--- src/rtl/vfu_wb_sequencer.sv ---
// Generic synchronous FIFO. A write becomes visible at the head one cycle later.
// Pushes while full and pops while empty are dropped. Reset empties the buffer.
module vfu_wb_fifo #(
    parameter int Width = 8,
    parameter int Depth = 2
) (
    input  logic             clk_i,
    input  logic             rst_i,
    input  logic             push_i,
    input  logic [Width-1:0] wdata_i,
    input  logic             pop_i,
    output logic [Width-1:0] rdata_o,
    output logic             empty_o,
    output logic             full_o
);
    localparam int PtrW = (Depth > 1) ? $clog2(Depth) : 1;
    localparam int CntW = $clog2(Depth + 1);

    logic [Width-1:0] mem_q [Depth];
    logic [PtrW-1:0]  wr_ptr_q, rd_ptr_q;
    logic [CntW-1:0]  cnt_q;
    logic             push_ok, pop_ok;

    assign empty_o = (cnt_q == '0);
    assign full_o  = (cnt_q == CntW'(Depth));
    assign push_ok = push_i && !full_o;
    assign pop_ok  = pop_i && !empty_o;
    assign rdata_o = mem_q[rd_ptr_q];

    always_ff @(posedge clk_i) begin
        if (push_ok) begin
            mem_q[wr_ptr_q] <= wdata_i;
        end
    end

    always_ff @(posedge clk_i) begin
        if (rst_i) begin
            wr_ptr_q <= '0;
            rd_ptr_q <= '0;
            cnt_q    <= '0;
        end else begin
            if (push_ok) begin
                wr_ptr_q <= (wr_ptr_q == PtrW'(Depth - 1)) ? '0 : wr_ptr_q + PtrW'(1);
            end
            if (pop_ok) begin
                rd_ptr_q <= (rd_ptr_q == PtrW'(Depth - 1)) ? '0 : rd_ptr_q + PtrW'(1);
            end
            case ({push_ok, pop_ok})
                2'b10:   cnt_q <= cnt_q + CntW'(1);
                2'b01:   cnt_q <= cnt_q - CntW'(1);
                default: cnt_q <= cnt_q;
            endcase
        end
    end
endmodule

// Writes a counted burst of VFU result beats to consecutive VRF addresses.
// A result reaches wb_valid_o one cycle after it is accepted. res_ready_o drops when
// the buffer is full or all beats are in. The write request holds until wb_gnt_i.
module vfu_wb_sequencer #(
    parameter int DataWidth = 64,
    parameter int AddrWidth = 10,
    parameter int IdWidth   = 3,
    parameter int CntWidth  = 8,
    parameter int FifoDepth = 2
) (
    input  logic                   clk_i,
    input  logic                   rst_i,
    input  logic                   req_valid_i,
    output logic                   req_ready_o,
    input  logic [AddrWidth-1:0]   req_addr_i,
    input  logic [CntWidth-1:0]    req_cnt_i,
    input  logic [IdWidth-1:0]     req_id_i,
    input  logic                   res_valid_i,
    output logic                   res_ready_o,
    input  logic [DataWidth-1:0]   res_data_i,
    input  logic [DataWidth/8-1:0] res_strb_i,
    output logic                   wb_valid_o,
    input  logic                   wb_gnt_i,
    output logic [AddrWidth-1:0]   wb_addr_o,
    output logic [DataWidth-1:0]   wb_data_o,
    output logic [DataWidth/8-1:0] wb_strb_o,
    output logic [IdWidth-1:0]     wb_id_o,
    output logic                   done_o,
    output logic [IdWidth-1:0]     done_id_o
);
    localparam int StrbWidth = DataWidth / 8;
    localparam int BeatWidth = DataWidth + StrbWidth;

    typedef enum logic {
        IDLE,
        WORKING
    } state_e;

    state_e               state_q, state_d;
    logic [AddrWidth-1:0] addr_q, addr_d;
    logic [IdWidth-1:0]   id_q, id_d;
    logic [CntWidth-1:0]  in_cnt_q, in_cnt_d;
    logic [CntWidth-1:0]  out_cnt_q, out_cnt_d;
    logic                 zero_done_q, zero_done_d;
    logic [IdWidth-1:0]   zero_id_q, zero_id_d;

    logic                 fifo_push, fifo_pop, fifo_empty, fifo_full;
    logic [BeatWidth-1:0] fifo_head;
    logic                 wb_fire, last_beat, req_accept;

    vfu_wb_fifo #(
        .Width (BeatWidth),
        .Depth (FifoDepth)
    ) u_res_fifo (
        .clk_i   (clk_i),
        .rst_i   (rst_i),
        .push_i  (fifo_push),
        .wdata_i ({res_strb_i, res_data_i}),
        .pop_i   (fifo_pop),
        .rdata_o (fifo_head),
        .empty_o (fifo_empty),
        .full_o  (fifo_full)
    );

    always_ff @(posedge clk_i) begin
        if (rst_i) begin
            state_q     <= IDLE;
            addr_q      <= '0;
            id_q        <= '0;
            in_cnt_q    <= '0;
            out_cnt_q   <= '0;
            zero_done_q <= 1'b0;
            zero_id_q   <= '0;
        end else begin
            state_q     <= state_d;
            addr_q      <= addr_d;
            id_q        <= id_d;
            in_cnt_q    <= in_cnt_d;
            out_cnt_q   <= out_cnt_d;
            zero_done_q <= zero_done_d;
            zero_id_q   <= zero_id_d;
        end
    end

    always_comb begin
        state_d     = state_q;
        addr_d      = addr_q;
        id_d        = id_q;
        in_cnt_d    = in_cnt_q;
        out_cnt_d   = out_cnt_q;
        zero_done_d = 1'b0;
        zero_id_d   = zero_id_q;

        // Every output is forced low while reset is held, even before the state clears.
        res_ready_o = !rst_i && (state_q == WORKING) && (in_cnt_q != '0) && !fifo_full;
        wb_valid_o  = !rst_i && (state_q == WORKING) && !fifo_empty;
        wb_fire     = wb_valid_o && wb_gnt_i;
        last_beat   = wb_fire && (out_cnt_q == CntWidth'(1));
        req_ready_o = !rst_i && ((state_q == IDLE) || last_beat);
        req_accept  = req_valid_i && req_ready_o;
        fifo_push   = res_valid_i && res_ready_o;
        fifo_pop    = wb_fire;

        done_o    = last_beat || (zero_done_q && !rst_i);
        done_id_o = '0;
        if (last_beat) begin
            done_id_o = id_q;
        end else if (zero_done_q && !rst_i) begin
            done_id_o = zero_id_q;
        end

        wb_addr_o = wb_valid_o ? addr_q : '0;
        wb_id_o   = wb_valid_o ? id_q : '0;
        wb_data_o = wb_valid_o ? fifo_head[DataWidth-1:0] : '0;
        wb_strb_o = wb_valid_o ? fifo_head[BeatWidth-1:DataWidth] : '0;

        if (fifo_push) begin
            in_cnt_d = in_cnt_q - CntWidth'(1);
        end
        if (wb_fire) begin
            addr_d    = addr_q + AddrWidth'(1);
            out_cnt_d = out_cnt_q - CntWidth'(1);
        end
        if (last_beat) begin
            state_d = IDLE;
        end
        // A new request may land in the same cycle as the final grant of the previous one.
        if (req_accept) begin
            if (req_cnt_i == '0) begin
                zero_done_d = 1'b1;
                zero_id_d   = req_id_i;
            end else begin
                state_d   = WORKING;
                addr_d    = req_addr_i;
                id_d      = req_id_i;
                in_cnt_d  = req_cnt_i;
                out_cnt_d = req_cnt_i;
            end
        end
    end
endmodule
--- config.mk ---
export PLATFORM = sky130hd
export DESIGN_NAME = vfu_wb_sequencer
export DESIGN_NICKNAME = d
export VERILOG_FILES = /design/src/rtl/vfu_wb_sequencer.sv
export SDC_FILE = /design/constraint.sdc
export NUM_CORES = 1
export LEC_CHECK = 0
export ABC_AREA = 1
export CAP_MARGIN = 20
export CORE_MARGIN = 10
export CORE_UTILIZATION = 50
export CTS_CLUSTER_DIAMETER = 40
export DETAILED_ROUTE_END_ITERATION = 12
export PLACE_DENSITY = 0.8
export SYNTH_ARGS = -nofsm -noshare
export SYNTH_HDL_FRONTEND = slang
export SYNTH_SLANG_ARGS = --single-unit
--- constraint.sdc ---
create_clock -name clk_i -period 7.6 [get_ports clk_i]
set_input_delay 1.52 -clock clk_i [delete_from_list [all_inputs] [get_ports clk_i]]
set_output_delay 1.52 -clock clk_i [all_outputs]
set_load 0.01 [all_outputs]
==> metrics.txt <==
per-instance average area after synthesis=9.86 um2; number of buffers created by CTS=17; cts hold-fix bufs=0; residual antenna-violating net count after detailed routing=0; Setup Buffers After CTS=0; data required time at the worst endpoint=6.08 ns; Critical Path Fanout Max=45; Final Hold Vio Count=0; highest clock rate=169 MHz; power per cell area=204 nW/um2; Buffers on Ports=189; via count=5989; worst rel slew slack=36.0%; most used routing layer in global routing=met2; number of nets produced by synthesis=896; first-iteration detailed-routing DRC count=439; reg-to-reg startpoint=state_q$_SDFF_PP0_; length in cells of the worst reg-to-reg path=10; Flop pwr share=approximately half; cell at the root of the clock tree=sky130_fd_sc_hd__clkbuf_16; DRT Pass-1 Iters=5; TritonCTS clock tree=done; Rows=45; CORE AREA=15300 um2; part of the power in combinational logic=6.8%; Slew @ Worst Pin=0.960 ns; Cells after Synth=a little under 800; launching element type of the critical path=input port; maximum buffer depth of the clock tree=2; post-synthesis cell area=7810 um2; total of flip-flops plus latches after synthesis=183; shortest clock period the worst path allows after layout=5.90 ns; vias in the first global route=roughly 5800; TritonCTS Sinks=183; final number of setup-violating endpoints=0; critical path type=input port to output port; antenna violations before repair=2; Top-Level Pins=190; Clk network pwr share=41.8%; Switching Fraction=22.3%; Distinct cells, synth=27; Max VDD drop=about 0.00014 V; WL/cell=16.6 um; total leakage power=0.00401 uW; number of stages on the worst hold path=2; Switching Power=480 uW; initial standard-cell utilization of the core=51.2%; sequential element share of the synthesized area=about 65%; layout net count=1075; setup repair after global routing missed its margin=false; overflow left after global routing=0; number of max-cap violations=0; number of remaining DRC errors=0; total track usage=18.5%; worst path setup slack after routing=roughly 1.7 ns; Via density=~5; cell with the largest stage delay on the worst path=sky130_fd_sc_hd__clkdlybuf4s50_1; layout overhead on the synthesized area=34.9%; Critical Path AT=4.38 ns; Worst Setup SP=rst_i; detailed-placement wirelength estimate=13600 um; Power Internal=1670 uW; Crit path top cell by count=sky130_fd_sc_hd__nand2_4; first-pass GRT wire length=31200 um; Fill cells=1161; height of the die=145 um; run status=finished clean; period utilization=between 70 and 80%; horizontal die dimension=145 um; setup TNS=0 ns; total wire length=between 15000 and 20000 um; met2 track demand over resource in global routing=29.3%; GP Congestion=0.830; ordered cell list for the critical path=clkdlybuf4s50_1 -> nor2_4 -> nand2_4 -> nor2_8 -> nand2_4 -> nand2_4 -> nand2_1 -> inv_1 -> clkdlybuf4s50_1; number of gates resized after CTS=0; met3 track utilization from global routing=under 10%; skew final=approximately 0.011 ns; clock latency at the later pin of the worst-skew pair=0.43 ns; Hold Path Class=flop to flop; fraction of layout instances using a drive strength above 1=6.20%; H-tree lvl count=4; min-delay src=u_res_fifo.cnt_q[1]$_SDFFE_PP0P_; maximum number of pins on one net before global-route repair=74; count of pins over their slew limit=0; worst setup slack after placement=1.66 ns; yosys synthesis warning count=0; area of the die=between 20000 and 25000 um2; kind of end point of the critical path=output port; met1 routing resource usage after global routing=22.1%; Clk pin slew, worst setup/hold paths=approximately 0.060 ns; highest cell delay on the worst timing path=0.84 ns
-- sequential cells by signal, indices dropped and copies added (netlist names), named ones only --
name                 flops
addr_q                  10
id_q                     3
in_cnt_q                 8
out_cnt_q                8
state_q                  1
u_res_fifo.cnt_q         2
u_res_fifo.mem_q       144
u_res_fifo.rd_ptr_q      1
u_res_fifo.wr_ptr_q      1
zero_done_q              1
zero_id_q                3
-- per-stage QoR --
| stage | std cells | hold WS [ns] | total power [uW] | utilization, % | cell area, um2 |
|---|---|---|---|---|---|
| global route | 1195 | 0.522 | 2230 | 69.1 | 10500 |
| finish | 1196 | 0.503 | 2150 | 69.1 | 10500 |
| detailed placement | 1162 | 0.493 | 1270 | 65.0 | 9910 |
| floorplan | 792 | 0.459 | 1200 | - | 7810 |
| global placement | 1161 | 0.490 | 1270 | 64.8 | 9890 |
| CTS | 1194 | 0.502 | 2160 | 68.9 | 10500 |
-- routing by layer --
metal	vias to the layer above	part of all wire, %
li1	2997	-
met1	2738	42
met2	213	46
met3	39	8.2
met4	2	2.9
met5	-	0.066
-- cells in the mapped netlist --
library cell / n / area share, %
sky130_fd_sc_hd__nand2_1: 279 / 13
sky130_fd_sc_hd__edfxtp_1: 144 / 55
sky130_fd_sc_hd__a21oi_1: 95 / 6.1
sky130_fd_sc_hd__nor2_1: 58 / 2.8
sky130_fd_sc_hd__inv_1: 52 / 2.5
sky130_fd_sc_hd__dfxtp_1: 39 / 10
sky130_fd_sc_hd__clkbuf_1: 23 / 1.1
sky130_fd_sc_hd__nand3_1: 19 / 1.2
sky130_fd_sc_hd__nand4_1: 14 / 1.1
sky130_fd_sc_hd__o21ai_0: 14 / 0.90
sky130_fd_sc_hd__nor2_2: 11 / 0.88
sky130_fd_sc_hd__xor2_1: 9 / 1.0
sky130_fd_sc_hd__buf_1: 7 / 0.34
sky130_fd_sc_hd__ha_1: 6 / 0.96
sky130_fd_sc_hd__buf_2: 5 / 0.32
sky130_fd_sc_hd__buf_6: 2 / 0.29
sky130_fd_sc_hd__nand2_4: 2 / 0.29
sky130_fd_sc_hd__nand3b_1: 2 / 0.19
sky130_fd_sc_hd__nor3_1: 2 / 0.13
sky130_fd_sc_hd__xnor2_1: 2 / 0.22
sky130_fd_sc_hd__and2_1: 1 / 0.080
sky130_fd_sc_hd__inv_2: 1 / 0.048
sky130_fd_sc_hd__nand2_2: 1 / 0.080
sky130_fd_sc_hd__nand3_2: 1 / 0.13
sky130_fd_sc_hd__nand4_2: 1 / 0.16
sky130_fd_sc_hd__nor2_4: 1 / 0.14
sky130_fd_sc_hd__nor2_8: 1 / 0.26
-- layout by cell type, fill, tap and decap left out, types with 2 or more instances in the layout --
cell	instances
sky130_fd_sc_hd__ha_1	6
sky130_fd_sc_hd__a21oi_1	95
sky130_fd_sc_hd__edfxtp_1	144
sky130_fd_sc_hd__bufinv_16	2
sky130_fd_sc_hd__inv_6	6
sky130_fd_sc_hd__nand4_1	14
sky130_fd_sc_hd__inv_1	52
sky130_fd_sc_hd__xnor2_1	2
sky130_fd_sc_hd__o21ai_0	14
sky130_fd_sc_hd__buf_12	2
sky130_fd_sc_hd__dfxtp_1	38
sky130_fd_sc_hd__clkdlybuf4s50_1	189
sky130_fd_sc_hd__nor2_4	3
sky130_fd_sc_hd__nor2_1	56
sky130_fd_sc_hd__nor3_1	2
sky130_fd_sc_hd__nand3_1	19
sky130_fd_sc_hd__nand3b_1	2
sky130_fd_sc_hd__xor2_1	9
sky130_fd_sc_hd__nand2_4	3
sky130_fd_sc_hd__clkbuf_16	17
sky130_fd_sc_hd__inv_8	4
sky130_fd_sc_hd__nor2_2	11
sky130_fd_sc_hd__buf_4	5
sky130_fd_sc_hd__nand2_1	279
-- worst paths after layout --
path	end	slack, ns
setup / recovery	req_ready_o	1.70
hold / removal	u_res_fifo.cnt_q[1]$_SDFFE_PP0P_	0.50
setup reg to reg	addr_q[5]$_SDFF_PP0_	4.76
hold reg to reg	u_res_fifo.cnt_q[1]$_SDFFE_PP0P_	0.50
-- power groups by stage --
stage | logic (uW) | registers (uW) | clock network (uW)
6_report | 147 | 1100 | 899
5_1_grt | 164 | 1110 | 956
4_1_cts | 147 | 1100 | 910
3_5_place_dp | 146 | 1130 | 0
3_3_place_gp | 140 | 1130 | 0
2_1_floorplan | 70.8 | 1130 | 0
-- critical path: cells and delay by family --
family,cells,cell delay [ns]
simple gates,6,1.41
buf+inv,3,1.42
-- layout make-up --
type                       count  area [um2]  area share, %
antenna                        1        2.50         0.0237
clock buffer                  17         425           4.04
clock inverter                15         178           1.69
inverter                      53         199           1.89
multi-input combinational    519        2370           22.5
sequential                   183        5110           48.5
tap                          211         264           2.51
timing repair buffer         197        2000           18.9
-- kinds of logic (layout without fill, tap and decap cells) --
group / count (synthesis) / in the layout / share of synthesized area [%]
buf+inv: 90 / 282 / 4.60
flops: 183 / 183 / 65.4
xor+xnor: 11 / 11 / 1.23
fa+ha+maj: 6 / 6 / 0.961
other cells: 0 / 1 / 0
simple gates: 393 / 393 / 20.9
compound gates: 109 / 109 / 6.98
Note: power is estimated with default switching activity, not from simulation.
